**src/rtl/bus_copy_engine.sv**
```systemverilog
// bus_copy_engine: word-by-word memory copy over a single valid/ready bus.
// Each word is read from the source, held in a one-word buffer, then written
// to the destination. The bus is idled for at least one cycle between
// transfers, and completion is reported by a done pulse and a sticky irq.
module bus_copy_engine #(
  parameter int LENGTH_WIDTH = 16
) (
  input  logic                    clk_i,
  input  logic                    rst_ni,
  input  logic                    start_i,
  input  logic [31:0]             src_address_i,
  input  logic [31:0]             dst_address_i,
  input  logic [LENGTH_WIDTH-1:0] length_i,
  output logic                    busy_o,
  output logic                    done_o,
  output logic                    irq_o,
  input  logic                    irq_ack_i,
  output logic                    valid_o,
  output logic [31:0]             address_o,
  output logic [3:0]              wstrobe_o,
  output logic [31:0]             wdata_o,
  input  logic [31:0]             rdata_i,
  input  logic                    ready_i
);

  typedef enum logic [2:0] {
    S_IDLE  = 3'd0,
    S_READ  = 3'd1,
    S_GAP   = 3'd2,
    S_WRITE = 3'd3,
    S_NEXT  = 3'd4
  } state_e;

  // Byte addresses are used as word addresses: the two low bits are dropped.
  function automatic logic [31:0] word_align(input logic [31:0] addr);
    return addr & 32'hFFFF_FFFC;
  endfunction

  state_e                  state_q,     state_d;
  logic [31:0]             src_q,       src_d;
  logic [31:0]             dst_q,       dst_d;
  logic [LENGTH_WIDTH-1:0] remaining_q, remaining_d;
  logic [31:0]             buf_q,       buf_d;
  logic                    valid_q,     valid_d;
  logic [31:0]             address_q,   address_d;
  logic [3:0]              wstrobe_q,   wstrobe_d;
  logic [31:0]             wdata_q,     wdata_d;
  logic                    busy_q,      busy_d;
  logic                    done_q,      done_d;
  logic                    irq_q,       irq_d;
  logic                    irq_set;
  logic                    bus_xfer;

  // A transfer only completes while we are actually requesting; a stray
  // ready with valid low is ignored.
  assign bus_xfer = valid_q & ready_i;

  // Next-state and next-output computation for the copy sequencer.
  always_comb begin
    state_d     = state_q;
    src_d       = src_q;
    dst_d       = dst_q;
    remaining_d = remaining_q;
    buf_d       = buf_q;
    valid_d     = valid_q;
    address_d   = address_q;
    wstrobe_d   = wstrobe_q;
    wdata_d     = wdata_q;
    done_d      = 1'b0;
    irq_set     = 1'b0;

    case (state_q)
      S_IDLE: begin
        if (start_i) begin
          if (length_i != '0) begin
            src_d       = word_align(src_address_i);
            dst_d       = word_align(dst_address_i);
            remaining_d = length_i;
            state_d     = S_READ;
            valid_d     = 1'b1;
            wstrobe_d   = 4'h0;
            address_d   = word_align(src_address_i);
          end else begin
            // Empty copy: report completion without touching the bus.
            done_d  = 1'b1;
            irq_set = 1'b1;
          end
        end else begin
          state_d = S_IDLE;
        end
      end

      S_READ: begin
        if (bus_xfer) begin
          buf_d   = rdata_i;
          valid_d = 1'b0;
          state_d = S_GAP;
        end else begin
          state_d = S_READ;
        end
      end

      S_GAP: begin
        state_d   = S_WRITE;
        valid_d   = 1'b1;
        wstrobe_d = 4'hF;
        address_d = dst_q;
        wdata_d   = buf_q;
      end

      S_WRITE: begin
        if (bus_xfer) begin
          remaining_d = remaining_q - LENGTH_WIDTH'(1);
          valid_d     = 1'b0;
          wstrobe_d   = 4'h0;
          if (remaining_q <= LENGTH_WIDTH'(1)) begin
            state_d = S_IDLE;
            done_d  = 1'b1;
            irq_set = 1'b1;
          end else begin
            state_d = S_NEXT;
          end
        end else begin
          state_d = S_WRITE;
        end
      end

      S_NEXT: begin
        // 32-bit addition wraps naturally at the top of the address space.
        src_d     = src_q + 32'd4;
        dst_d     = dst_q + 32'd4;
        state_d   = S_READ;
        valid_d   = 1'b1;
        wstrobe_d = 4'h0;
        address_d = src_q + 32'd4;
      end

      default: begin
        state_d   = S_IDLE;
        valid_d   = 1'b0;
        wstrobe_d = 4'h0;
      end
    endcase

    // Completion has priority over an acknowledge in the same cycle.
    irq_d  = irq_set ? 1'b1 : (irq_ack_i ? 1'b0 : irq_q);
    busy_d = (state_d != S_IDLE);
  end

  // State and registered outputs; reset clears everything asynchronously.
  always_ff @(posedge clk_i or negedge rst_ni) begin
    if (!rst_ni) begin
      state_q     <= S_IDLE;
      src_q       <= 32'h0;
      dst_q       <= 32'h0;
      remaining_q <= '0;
      buf_q       <= 32'h0;
      valid_q     <= 1'b0;
      address_q   <= 32'h0;
      wstrobe_q   <= 4'h0;
      wdata_q     <= 32'h0;
      busy_q      <= 1'b0;
      done_q      <= 1'b0;
      irq_q       <= 1'b0;
    end else begin
      state_q     <= state_d;
      src_q       <= src_d;
      dst_q       <= dst_d;
      remaining_q <= remaining_d;
      buf_q       <= buf_d;
      valid_q     <= valid_d;
      address_q   <= address_d;
      wstrobe_q   <= wstrobe_d;
      wdata_q     <= wdata_d;
      busy_q      <= busy_d;
      done_q      <= done_d;
      irq_q       <= irq_d;
    end
  end

  assign busy_o    = busy_q;
  assign done_o    = done_q;
  assign irq_o     = irq_q;
  assign valid_o   = valid_q;
  assign address_o = address_q;
  assign wstrobe_o = wstrobe_q;
  assign wdata_o   = wdata_q;

endmodule

```
**config.mk**
```make
export PLATFORM = sky130hd
export DESIGN_NAME = bus_copy_engine
export DESIGN_NICKNAME = d
export VERILOG_FILES = /design/src/rtl/bus_copy_engine.sv
export SDC_FILE = /design/constraint.sdc
export NUM_CORES = 1
export LEC_CHECK = 0
export BUFFER_PORTS_ARGS = -buffer_cell sky130_fd_sc_hd__buf_2
export CAP_MARGIN = 10
export CORE_UTILIZATION = 45
export DETAILED_ROUTE_END_ITERATION = 8
export PLACE_DENSITY = 0.66
export SLEW_MARGIN = 20
export SYNTH_ARGS = -nofsm -noshare
export SYNTH_HDL_FRONTEND = slang
export SYNTH_SLANG_ARGS = --single-unit
```
**constraint.sdc**
```tcl
create_clock -name clk_i -period 6.87 [get_ports clk_i]
set_clock_uncertainty 0.1 [all_clocks]
set_input_delay 0.687 -clock clk_i [delete_from_list [all_inputs] [get_ports clk_i]]
set_output_delay 0.687 -clock clk_i [all_outputs]
set_load 0.01 [all_outputs]
```
==> impl_metrics.xml <==
<?xml version="1.0" encoding="UTF-8"?>
<metrics>
  <group name="placement">
    <metric name="buffer_ports.inserted" unit="">184</metric>
    <metric name="finalWeightedCongestion" unit="">0.861</metric>
    <metric name="post-dp-hpwl" unit="um">18300</metric>
    <metric name="post-place-cells" unit="">1362</metric>
    <metric name="post_dp_cell_area" unit="um^2">10500</metric>
  </group>
  <group name="floorplanning">
    <metric name="floorplan.core_area" unit="um^2">20400</metric>
    <metric name="fp.dieH" unit="um">147</metric>
    <metric name="design.die.area" unit="um^2">21600</metric>
    <metric name="io-pin-count" unit="">189</metric>
    <metric name="die_width" unit="um">147</metric>
    <metric name="floorplan.rows" unit="">52</metric>
    <metric name="initial_core_util" unit="">0.463</metric>
  </group>
  <group name="grt">
    <metric name="grt_pass1_vias" unit="">8132</metric>
    <metric name="number_of_antenna_violations_at_the_first_check_in_global_routing" unit="">9</metric>
    <metric name="grt_max_degree" unit="">74</metric>
    <metric name="globalRoute.totalOverflow" unit="">0</metric>
    <metric name="grt_use_total" unit="">0.258</metric>
    <metric name="grt_pass1_wl" unit="um">43700</metric>
  </group>
  <group name="sta">
    <metric name="max_freq" unit="MHz">288</metric>
    <metric name="slew-limit-headroom" unit="">0.435</metric>
    <metric name="max_slew_violation_total_from_the_final_report" unit="">0</metric>
    <metric name="finalSetupViolCount" unit="">0</metric>
    <metric name="finalCritPeriodShare" unit="">0.505</metric>
    <metric name="period_needed" unit="ns">3.47</metric>
    <metric name="fin_setup_tns" unit="ns">0</metric>
    <metric name="final-hold-violation-count" unit="">0</metric>
    <metric name="worstMarginPinSlew" unit="ns">0.848</metric>
    <metric name="unrepaired_setup_endpoints_after_global_routing" unit="">false</metric>
  </group>
  <group name="setup_path">
    <metric name="reg2reg_from" unit="">state_q[2]$_DFF_PN0_</metric>
    <metric name="setup.worst_path.end_class" unit="">flop</metric>
    <metric name="reg2reg_setup_slack" unit="ns">3.40</metric>
    <metric name="critical_path.reg2reg.endpoint" unit="">dst_q[18]$_DFFE_PN0P_</metric>
    <metric name="cpPeakStageDelay" unit="ns">0.82</metric>
    <metric name="worstPathCellList" unit="">buf_4, nor3b_4, buf_4, nor3_2, buf_4, a311oi_1, nor2_1</metric>
    <metric name="cp_slowest_cell" unit="">sky130_fd_sc_hd__dfrtp_1</metric>
    <metric name="crit_arrival" unit="ns">3.69</metric>
    <metric name="crit_path_frequent_cell" unit="">sky130_fd_sc_hd__buf_4</metric>
    <metric name="critPathKind" unit="">flop to flop</metric>
    <metric name="worstPathMaxFanout" unit="">65</metric>
    <metric name="timing.critical_path.from_type" unit="">flop</metric>
    <metric name="buffers_and_inverters_on_the_worst_path" unit="">3</metric>
    <metric name="path_delay_family" unit="">buffers and inverters</metric>
    <metric name="rr_worst_depth" unit="">7</metric>
    <metric name="critPathRequiredTime" unit="ns">7.09</metric>
  </group>
  <group name="pwr">
    <metric name="power_density" unit="nW/um^2">461</metric>
    <metric name="irDropWorstVdd" unit="V">0.000240</metric>
    <metric name="cellLeakagePower" unit="nW">4.61</metric>
    <metric name="fin_total_pwr" unit="mW">5.13</metric>
  </group>
  <group name="routing">
    <metric name="wirelength" unit="um">26900</metric>
    <metric name="ratio_of_routed_vias_to_standard_cells" unit="">5.99</metric>
    <metric name="number_of_remaining_drc_errors" unit="">0</metric>
    <metric name="wl_per_cell" unit="um">19.2</metric>
    <metric name="drtAntennaViolNets" unit="">0</metric>
    <metric name="detail_route.iter0.violations" unit="">787</metric>
    <metric name="drt_first_pass_iters" unit="">8</metric>
    <metric name="vias" unit="">8381</metric>
  </group>
  <group name="cts">
    <metric name="cts_hold_buffers" unit="">0</metric>
    <metric name="clock_tree.buffer_depth" unit="">2</metric>
    <metric name="cts-buffers-inserted" unit="">17</metric>
    <metric name="cts.root.buffer_cell" unit="">sky130_fd_sc_hd__clkbuf_16</metric>
    <metric name="clkSinkCount" unit="">179</metric>
    <metric name="cts_tree" unit="">done</metric>
    <metric name="post_cts.resized_instances" unit="">0</metric>
    <metric name="cts_setup_buffers" unit="">0</metric>
    <metric name="cts.reportedPaths.clkPinSlew" unit="ns">0.07</metric>
    <metric name="clk-insertion-delay-late" unit="ns">0.44</metric>
    <metric name="cts_max_level" unit="">4</metric>
  </group>
  <group name="finish">
    <metric name="final_nets" unit="">1232</metric>
    <metric name="area.growth.synth_to_final" unit="%">17.9</metric>
    <metric name="stdcell_area" unit="um^2">11100</metric>
    <metric name="drive_gt1_frac" unit="">0.292</metric>
    <metric name="finish.cell_count_without_fillers" unit="">1399</metric>
  </group>
  <group name="yosys">
    <metric name="netlist_instances" unit="">968</metric>
    <metric name="postSynth.asyncResetShare" unit="">1.00</metric>
    <metric name="post_synth_instance_area" unit="um^2">9440</metric>
    <metric name="synth.yosys.seq_area_share" unit="">0.475</metric>
    <metric name="synth_nets" unit="">1089</metric>
    <metric name="avgSynthCellArea" unit="um^2">9.75</metric>
    <metric name="yosysWarnings" unit="">0</metric>
    <metric name="synth_largest_area_cell" unit="">sky130_fd_sc_hd__dfrtp_1</metric>
    <metric name="ys_ff_latch" unit="">179</metric>
    <metric name="synthTopCellsByArea" unit="">sky130_fd_sc_hd__dfrtp_1 (47%), sky130_fd_sc_hd__mux2_2 (7.8%), sky130_fd_sc_hd__nor2_1 (4.2%)</metric>
    <metric name="synth-edff-count" unit="">0</metric>
    <metric name="synthDistinctLibCells" unit="">78</metric>
    <metric name="synth_top_cell_area_share" unit="">0.475</metric>
    <metric name="ys.flop_type" unit="">sky130_fd_sc_hd__dfrtp_1</metric>
  </group>
  <group name="status">
    <metric name="status" unit="">finished clean</metric>
  </group>
  <group name="job">
    <metric name="cap_violations" unit="">0</metric>
  </group>
  <group name="worst_hold_path">
    <metric name="timing.hold.worst.class" unit="">input port to async pin</metric>
  </group>
</metrics>
==> synth_stat cells, drive strengths merged, types with 14 or more instances <==
master and count:
a211oi 20, a31oi 21, buf 24, mux2 65, nor3 45, o31ai 16
dfrtp 179, and2 14, or4 15, nand4 15, nand2 60, a21oi 56
o22ai 15, nand3 30, a22oi 25, nor2 105, o21ai 51, clkbuf 53
==> metrics by stage <==
step	hold WS [ns]	setup slack (ns)	util
3_5_place_dp	0.368	3.44	0.516
2_1_floorplan	0.291	4.26	-
3_3_place_gp	0.358	3.45	0.516
6_report	0.164	3.40	0.546
5_1_grt	0.222	3.22	0.546
4_1_cts	0.194	3.42	0.546
==> logic make-up (layout without fill, tap and decap cells) <==
family | after synthesis | count (layout) | share of synthesized area
adders and majority gates | 4 | 4 | 0.00530
AOI/OAI and AO/OA | 277 | 277 | 0.202
DFF | 179 | 179 | 0.475
and+or+nand+nor | 325 | 325 | 0.172
muxes | 78 | 78 | 0.0914
xor gates and xnor gates | 14 | 14 | 0.0130
other | 0 | 5 | 0
buffers and inverters | 91 | 247 | 0.0422
==> area by class of cell <==
type | instances | area [um^2]
repair buffers | 201 | 1050
diodes | 5 | 12.5
clock buffers | 18 | 439
clock inverters | 14 | 159
multi-input cells | 698 | 4590
flip-flops and latches | 179 | 4480
inverters | 14 | 52.6
fillers | 1842 | 9240
well taps | 270 | 338
==> cell usage in the layout (no fill, tap or decap), drive strengths merged, types with 4 or more instances in the layout <==
| cell type | n |
|---|---|
| a211oi | 20 |
| a31oi | 21 |
| and2 | 14 |
| ha | 4 |
| or3 | 6 |
| nor4 | 11 |
| buf | 201 |
| clkinv | 5 |
| inv | 22 |
| dfrtp | 179 |
| mux2i | 13 |
| and4 | 4 |
| diode | 5 |
| o21a | 4 |
| mux2 | 65 |
| or4 | 15 |
| o21ai | 51 |
| a22oi | 25 |
| nor2 | 105 |
| a21oi | 56 |
| o22a | 5 |
| clkbuf | 18 |
| o211ai | 8 |
| o31ai | 16 |
| and3 | 10 |
| nand2 | 60 |
| a311oi | 8 |
| xor2 | 5 |
| o221a | 4 |
| nand3 | 30 |
| xnor2 | 9 |
| o22ai | 15 |
| nor3 | 45 |
| a222oi | 9 |
| nand4 | 15 |
==> power breakdown <==
group          switching, mW  leakage [nW]  total [mW]  internal [mW]
Combinational           1.13          2.23        2.03          0.908
Clock                  0.485         0.292       0.986          0.501
Sequential             0.531          2.09        2.11           1.57
==> routing by layer <==
layer | up-vias | part of all wire | global-route usage
met5 | - | 0.0014 | 0
met4 | 6 | 0.013 | 0.0833
met3 | 31 | 0.094 | 0.0752
met2 | 362 | 0.45 | 0.391
met1 | 4056 | 0.44 | 0.353
li1 | 3926 | - | -
==> flip-flops by register name (all words and copies together) (netlist names), 3 cells and up <==
signal,count
dst_q,30
src_q,30
wdata_o,32
state_q,3
address_o,31
remaining_q,16
buf_q,32
==> how the worst max path moves through the flow <==
stage                         startpoint  slack, ns               endpoint  cells after the start
floorplan                   length_i[11]       4.26  dst_q[18]$_DFFE_PN0P_                      7
global placement    state_q[2]$_DFF_PN0_       3.45  dst_q[18]$_DFFE_PN0P_                      7
detailed placement  state_q[2]$_DFF_PN0_       3.44  dst_q[18]$_DFFE_PN0P_                      7
CTS                 state_q[2]$_DFF_PN0_       3.42  dst_q[18]$_DFFE_PN0P_                      7
global route        state_q[2]$_DFF_PN0_       3.22  dst_q[18]$_DFFE_PN0P_                      7
finish              state_q[2]$_DFF_PN0_       3.40  dst_q[18]$_DFFE_PN0P_                      7
Note: power is estimated with default switching activity, not from simulation.
